--- src/rtl/adpll_lock_detect.sv ---
// Lock detector for the ADPLL loop-filter word: declares lock after a run of
// stable samples, loss after a run of unstable ones, and keeps debug counters.
module adpll_lock_detect #(
    parameter int LOCK_CNT   = 16,
    parameter int UNLOCK_CNT = 4
) (
    input  logic       clk_ref,
    input  logic       clr,
    input  logic       en,
    input  logic [4:0] filter_out,
    input  logic       filter_sign,
    input  logic [2:0] tol,
    output logic       lock,
    output logic       lock_pulse,
    output logic       lost_pulse,
    output logic [1:0] state,
    output logic [7:0] acq_time,
    output logic [3:0] loss_cnt
);

    typedef enum logic [1:0] {
        ACQ    = 2'b00,
        LOCKED = 2'b01,
        HOLD   = 2'b10,
        UNUSED = 2'b11
    } state_t;

    localparam logic [7:0] LOCK_LAST = 8'(LOCK_CNT - 1);
    localparam logic [3:0] UNLOCK_N  = 4'(UNLOCK_CNT);

    state_t     st, st_nxt;
    logic [5:0] prev, prev_nxt;
    logic       prev_vld, prev_vld_nxt;
    logic [7:0] run, run_nxt;
    logic [3:0] miss, miss_nxt;
    logic [7:0] acq_nxt;
    logic [3:0] loss_nxt;
    logic       lock_nxt, lock_pulse_nxt, lost_pulse_nxt;

    logic [5:0] cur;
    logic [6:0] delta;
    logic [5:0] delta_mag;
    logic       in_win;

    // Negating a zero magnitude yields zero, so negative zero folds to 0.
    assign cur       = filter_sign ? -{1'b0, filter_out} : {1'b0, filter_out};
    assign delta     = {cur[5], cur} - {prev[5], prev};
    assign delta_mag = delta[6] ? 6'(-delta) : delta[5:0];
    assign in_win    = (delta_mag <= {3'b000, tol});

    assign state = st;

    // NOTE: every variable gets its hold/default value first so that no path
    // leaves one unassigned, which would infer a latch.
    always_comb begin
        st_nxt         = st;
        prev_nxt       = prev;
        prev_vld_nxt   = prev_vld;
        run_nxt        = run;
        miss_nxt       = miss;
        acq_nxt        = acq_time;
        loss_nxt       = loss_cnt;
        lock_nxt       = lock;
        lock_pulse_nxt = 1'b0;
        lost_pulse_nxt = 1'b0;

        if (en) begin
            prev_nxt     = cur;
            prev_vld_nxt = 1'b1;
            if (st == ACQ && acq_time != 8'hFF)
                acq_nxt = acq_time + 8'd1;

            if (st == UNUSED) begin
                st_nxt   = ACQ;
                lock_nxt = 1'b0;
                run_nxt  = '0;
                miss_nxt = '0;
            end else if (prev_vld) begin
                case (st)
                    ACQ: begin
                        if (!in_win) begin
                            run_nxt = '0;
                        end else if (run == LOCK_LAST) begin
                            st_nxt         = LOCKED;
                            lock_nxt       = 1'b1;
                            lock_pulse_nxt = 1'b1;
                            run_nxt        = '0;
                        end else begin
                            run_nxt = run + 8'd1;
                        end
                    end
                    LOCKED, HOLD: begin
                        if (in_win) begin
                            st_nxt   = LOCKED;
                            miss_nxt = '0;
                        end else if (((st == LOCKED) ? 4'd1 : miss + 4'd1) == UNLOCK_N) begin
                            st_nxt         = ACQ;
                            lock_nxt       = 1'b0;
                            lost_pulse_nxt = 1'b1;
                            run_nxt        = '0;
                            miss_nxt       = '0;
                            acq_nxt        = '0;
                            if (loss_cnt != 4'hF)
                                loss_nxt = loss_cnt + 4'd1;
                        end else begin
                            st_nxt   = HOLD;
                            miss_nxt = (st == LOCKED) ? 4'd1 : miss + 4'd1;
                        end
                    end
                    default: st_nxt = ACQ;
                endcase
            end
        end
    end

    // NOTE: sequential state uses non-blocking assignments so every register
    // samples the pre-edge values regardless of statement order.
    always_ff @(posedge clk_ref or posedge clr) begin
        if (clr) begin
            st         <= ACQ;
            prev       <= '0;
            prev_vld   <= 1'b0;
            run        <= '0;
            miss       <= '0;
            acq_time   <= '0;
            loss_cnt   <= '0;
            lock       <= 1'b0;
            lock_pulse <= 1'b0;
            lost_pulse <= 1'b0;
        end else begin
            st         <= st_nxt;
            prev       <= prev_nxt;
            prev_vld   <= prev_vld_nxt;
            run        <= run_nxt;
            miss       <= miss_nxt;
            acq_time   <= acq_nxt;
            loss_cnt   <= loss_nxt;
            lock       <= lock_nxt;
            lock_pulse <= lock_pulse_nxt;
            lost_pulse <= lost_pulse_nxt;
        end
    end

endmodule

--- config.mk ---
export PLATFORM = sky130hd
export DESIGN_NAME = adpll_lock_detect
export DESIGN_NICKNAME = d
export VERILOG_FILES = /design/src/rtl/adpll_lock_detect.sv
export SDC_FILE = /design/constraint.sdc
export NUM_CORES = 1
export LEC_CHECK = 0
export ABC_CLOCK_PERIOD_IN_PS = 4000
export CAP_MARGIN = 10
export CORE_UTILIZATION = 30
export DETAILED_ROUTE_END_ITERATION = 7
export HOLD_SLACK_MARGIN = 0.15
export MAX_ROUTING_LAYER = met4
export PLACE_DENSITY_LB_ADDON = 0.25
export REMOVE_ABC_BUFFERS = 1
export SYNTH_ARGS = -nofsm -noshare
export SYNTH_HDL_FRONTEND = slang
export SYNTH_SLANG_ARGS = --single-unit
--- constraint.sdc ---
create_clock -name clk_ref -period 4 [get_ports clk_ref]
set_input_delay 0.8 -clock clk_ref [delete_from_list [all_inputs] [get_ports clk_ref]]
set_output_delay 0.8 -clock clk_ref [all_outputs]
set_load 0.01 [all_outputs]
== Word-level counts from Yosys, hierarchy flattened ==
Cells that the tools add are included.
Word-level totals
  bits in registers: 36
  input bits: 12
  output and inout bits: 17
  word-level logic and storage cells: 89
Operators by class
  add/sub/neg operators: 7
  $lt $le $gt $ge: 1
  equality and inequality tests: 11
  multiplexer cells: 47
  bitwise gates (word level): 2
  reductions and logical operators: 11
Operators with widths (count)
  2-to-1 mux 8 bit: 12
  2-to-1 mux 4 bit: 6
  2-to-1 mux 1 bit: 18
  adder 8 x 1 -> 8 bit (second input constant): 2
  one-hot mux 8 bit (2 select lines): 1
  AND reduction 7 bit: 2
  2-to-1 mux 2 bit: 6
  2-to-1 mux 6 bit: 2
  adder 4 x 1 -> 4 bit (second input constant): 2
  == test 8 x 4 -> 1 bit (second input constant): 1
  != test 8 bit (second input constant): 1
  subtractor 6 x 6 -> 7 bit: 1
  less-or-equal comparator 6 x 3 -> 1 bit: 1
  != test 3 bit (second input constant): 2
  negator 5 -> 6 bit: 1
  negator 6 bit: 1
  AND reduction 5 bit: 1
  == test 2 bit (second input constant): 2
  == test 4 x 3 -> 1 bit (second input constant): 1
  != test 4 bit (second input constant): 1
  one-hot mux 2 bit (2 select lines): 1
  AND reduction 4 bit: 1
  nonzero test 2 bit: 2
  != test 3 x 1 -> 1 bit (second input constant): 1
  other kinds (9): 10

== Logic depth before layout (Yosys ltp) ==
  depth after elaboration: 11
  gate-level depth with buffers: 20
  gate-level depth less buffers: 19

== Worst setup path before layout ==
No wires, ideal clock.
  path type: input-to-reg
  start point: input filter_out[0]
  end point: register lock
  library setup time: 0.128 ns
  arrival: 3.995 ns
  required time: 3.872 ns
  setup slack: -0.122 ns
  stages: 19
  path buffers: 1
  path through: inv_1 ha_1 mux2i_1 fa_1 nand2b_1 a21oi_2 a21boi_1 nor2_1 nor2_1 a21oi_1 ha_1 nor2b_1 o21a_1 o21ai_0 and3_1 buf_2 o21ai_1 a211oi_2 mux2_1
Between the ends
  word-level cells in the longest chain between the ends: 8
  elaborated cells on any way between the ends: 9
  those cells by class: add/sub (3); order compare (1); eq/ne (2); mux (2); reduce/logical (1)
Ends and longest elaborated chain
  from (decl): line 10  | input logic [4:0] filter_out,
  negator 5 -> 6 bit: line 46  | assign cur = filter_sign ? -{1'b0, filter_out} : {1'b0, filter_out};
  2-to-1 mux 6 bit (*): line 46
  subtractor 6 x 6 -> 7 bit (*): line 47  | assign delta = {cur[5], cur} - {prev[5], prev};
  negator 6 bit: line 48  | assign delta_mag = delta[6] ? 6'(-delta) : delta[5:0];
  2-to-1 mux 6 bit (*): line 48
  less-or-equal comparator 6 x 3 -> 1 bit (*): line 49  | assign in_win = (delta_mag <= {3'b000, tol});
  != test 3 bit (no line) or != test 3 x 2 -> 1 bit (tied branches)
  AND reduction 7 bit (no line) (*)
  to (signal assigned): line 138  | lock <= lock_nxt;
  to (decl): line 13  | output logic lock,
Mark *: on every way between the ends. The rest lies on a longest branch, timed or not.
A chain may end at the register's enable or synchronous reset.

== Worst setup path after layout ==
  start point: input filter_out[0]
  end point: register lock
Between the ends
  word-level cells in the longest chain between the ends: 8
  elaborated cells on any way between the ends: 9
  those cells by class: add/sub (3); order compare (1); eq/ne (2); mux (2); reduce/logical (1)
Ends and longest elaborated chain
  negator 5 -> 6 bit (*): line 46
  2-to-1 mux 6 bit (*): line 46
  named net cur[3]: line 40  | logic [5:0] cur;
  subtractor 6 x 6 -> 7 bit (*): line 47
  negator 6 bit: line 48
  2-to-1 mux 6 bit (*): line 48
  less-or-equal comparator 6 x 3 -> 1 bit (*): line 49
  != test 3 bit (no line) or != test 3 x 2 -> 1 bit (tied branches)
  AND reduction 7 bit (no line) (*)
Mark *: on every way through the listed nets, which the timed path passes. The rest lies on a longest branch.

==> flow_metrics.tcl <==
set metrics [dict create \
    period_minus_slack_ps 3870 \
    power-per-cell-area_mw_per_mm2 535.7 \
    routed-via-count 2062 \
    maxClockFrequency_ghz 0.2584 \
    avgRoutedWirePerCell_um 12.12 \
    port_buffers 28 \
    cts_tree "built" \
    leakage_nw 1.512 \
    floorplan.die_area_sq_mm 0.008212 \
    async_flop_share_pct 100.0 \
    drt_pre_antenna_iters 4 \
    yosys.area.top_type_share_pct 38.24 \
    number_of_synthesized_flops_with_an_enable_pin 0 \
    placedInstanceArea_sq_mm 0.003015 \
    timing.rr.start "prev[0]" \
    fin_worst_hold_slack_ps 484.2 \
    synth_flop_cell "dfrtp_1" \
    cpPeakStageDelay_ps 360 \
    cell_count_after_synthesis 259 \
    first_iter_violations 65 \
    max-cap-violations 0 \
    post_route_drc 0 \
    place_ws_ps -832.0 \
    placement_rows 31 \
    synth.area.mux_share_pct 4.089 \
    postSynthRegisterBits 36 \
    postCtsHoldBufs 0 \
    critical_path_source_type "input port" \
    later_pin_clock_latency_in_the_skew_report_ps 290 \
    utilization_pct 44.91 \
    critical_path.endpoint_type "register" \
    area_fraction_in_compound_gates_after_synthesis_pct 15.14 \
    synth_top_family_by_area "simple AND/OR/NAND/NOR gates" \
    cts.sink_count 36 \
    post_synth_fa_ha_maj_area_fraction_pct 10.94 \
    critical_path_arrival_ps 4050 \
    worst_hold_path_type "register to register" \
    hold_path_startpoint "run[7]" \
    global_route.usage.total_pct 14.06 \
    timing.critical_path.fanout_max 4 \
    r2r_end "lock" \
    hold_depth 1 \
    area_delta_synth_final_pct 41.21 \
    synthesis.area_per_instance_sq_um 9.097 \
    floorplan.die.height_um 90.62 \
    timing.final.setup_violations 0 \
    synth_warnings 0 \
    final_antenna_net_count 0 \
    coreArea_sq_mm 0.007408 \
    cts-root-to-sink-buffers 2 \
    seq_area_frac_synth_pct 38.24 \
    status "complete, no violations" \
    via_count_normalized_by_instance_count 4.751 \
    initial_utilization_pct 31.80 \
    netlist-cell-type-count 46 \
    cell_with_the_most_instances_after_synthesis "dfrtp_1" \
    timing.final.crit_share_pct 96.76 \
    fin_skew_ps 3.705 \
    net_count_of_the_finished_layout 366 \
    io_pins 29 \
    synth_top_area_cell "dfrtp_1" \
    globalRoute.totalOverflow 0 \
    timing_hold_violations_final 0 \
    r2r.worst_path.cells 17 \
    timing.reg2reg.setup_slack_ps 590 \
    tritoncts.num_buffers 5 \
    tightest_slew_ps 827.5 \
    dpl.hpwl_mm 3.747 \
    critical_path_required_ps 4180 \
    synth.area.top_cells "dfrtp_1 38%, ha_1 10%, nand2_1 4.5%, nor2_1 4.1%, xor2_1 4.1%" \
    cts_root_buffer "clkbuf_8" \
    cpMostUsedCell "buf_4" \
    grt_antenna_before_repair 0 \
    slowest_stage "ha_2" \
    whs_endpoint "run[7]" \
    worst_ir_drop_vdd_uv 192.7 \
    fp.dieW_um 90.62 \
    yosys.area_share.simple_pct 20.92 \
    fin_area_sq_mm 0.003327 \
    clk_pin_slew_ps 80 \
    via_count_of_the_first_global_routing_pass 2019 \
    timing_worst_setup_path_type "input port to register" \
    grt_first_pass_wirelength_mm 9.163 \
    gp_routability_congestion 0.7782 \
    drive_above_1_share_pct 27.46 \
    mappedNetlistArea_sq_mm 0.002356 \
    total_power_mw 1.782 \
    drt_wl_total_mm 5.260 \
    synthTopCellsByCount "36 x dfrtp_1, 28 x nand2_1, 26 x nor2_1" \
    synth-xor-area-share_pct 6.691 \
    worst_slew_margin_rel_pct 44.41 \
    grt_max_degree 34 \
    num_antenna_cells 0 \
    report.final.slew_viol_count 0 \
    cp_cell_sequence "clkbuf_2, buf_4, o31ai_4, xnor2_2, ha_2, nor2_4, a21oi_4, a21boi_2, buf_4, buf_4, buf_4, buf_4, buf_4, buf_4, o32ai_2, xor2_1, and3_4, o21ai_2, a211oi_2, mux2_4" \
    layout_setup_ws_ps 129.5 \
    htree_levels 2 \
]
==> worst max-delay path by stage <==
stage / start / end / slack [ps]
6_report: filter_out[0] / lock / 130
5_1_grt: filter_out[0] / lock / -40
4_1_cts: filter_out[4] / lock / 6
3_5_place_dp: filter_out[1] / lock / -830
3_3_place_gp: filter_out[0] / lock / -740
2_1_floorplan: filter_out[0] / loss_cnt[1] / -230
==> cell families (layout without fill, tap and decap cells) <==
| family | count (synthesis) | count (layout) |
|---|---|---|
| mux | 9 | 9 |
| compound gates | 55 | 55 |
| buf+inv | 24 | 100 |
| xor+xnor | 18 | 18 |
| fa+ha+maj | 20 | 20 |
| simple gates | 97 | 97 |
| flops | 36 | 36 |
==> worst max-delay path: cells and delay by family <==
family / cells / cell delay, ps
buf+inv: 8 / 960
compound gates: 6 / 960
fa+ha+maj: 1 / 360
xor+xnor: 2 / 340
mux: 1 / 320
simple gates: 2 / 300
==> per-layer routing <==
metal / GRT usage, % / up-vias / share of wire [%]
met5: - / - / 0
met4: 3.226 / 0 / 0.76
met3: 2.525 / 4 / 2.8
met2: 24.05 / 27 / 49
met1: 17.18 / 973 / 47
li1: - / 1058 / -
==> per-stage QoR <==
| step | setup TNS, ps | std cells |
|---|---|---|
| 6_report | 0 | 434 |
| 5_1_grt | -45.60 | 434 |
| 4_1_cts | 0 | 432 |
| 3_5_place_dp | -17440 | 418 |
| 3_3_place_gp | -15330 | 418 |
| 2_1_floorplan | -615.5 | 254 |
==> registers in the layout (all words and copies together), names as in the netlist <==
name and cells:
miss 4, acq_time 8, lost_pulse 1, state 2, prev 6, run 8, loss_cnt 4, lock 1
prev_vld 1, lock_pulse 1
==> power by group <==
| group | switching [mW] | internal, mW |
|---|---|---|
| Combinational | 0.448 | 0.485 |
| Clock | 0.139 | 0.184 |
| Sequential | 0.0792 | 0.446 |
==> layout by cell type (no fill, tap or decap), drive strengths merged, types with 8 or more instances in the layout <==
cell type      synthesis  routed
buf                    3      45
dfrtp                 36      36
nand2                 28      28
nor2                  26      26
clkdlybuf4s50          0      22
o21ai                 20      20
inv                   19      19
ha                    19      19
xor2                  11      11
a21oi                 11      11
clkbuf                 2       9
nand3                  8       8
==> area by class of cell <==
| class | count | area, sq um |
|---|---|---|
| flip-flops and latches | 36 | 900.9 |
| clock buffers | 5 | 68.82 |
| fillers | 710 | 4081 |
| clock inverters | 3 | 42.54 |
| well taps | 99 | 123.9 |
| repair buffers | 73 | 603.1 |
| inverters | 19 | 71.32 |
| multi-input cells | 199 | 1516 |
==> what timing repair did <==
item,4_1_cts,5_1_grt
setup endpoints to repair,29,28
gates resized for setup,26,19
buffers inserted,6,2
pin swaps,10,16
No activity file was read; power rests on OpenSTA's default activity.
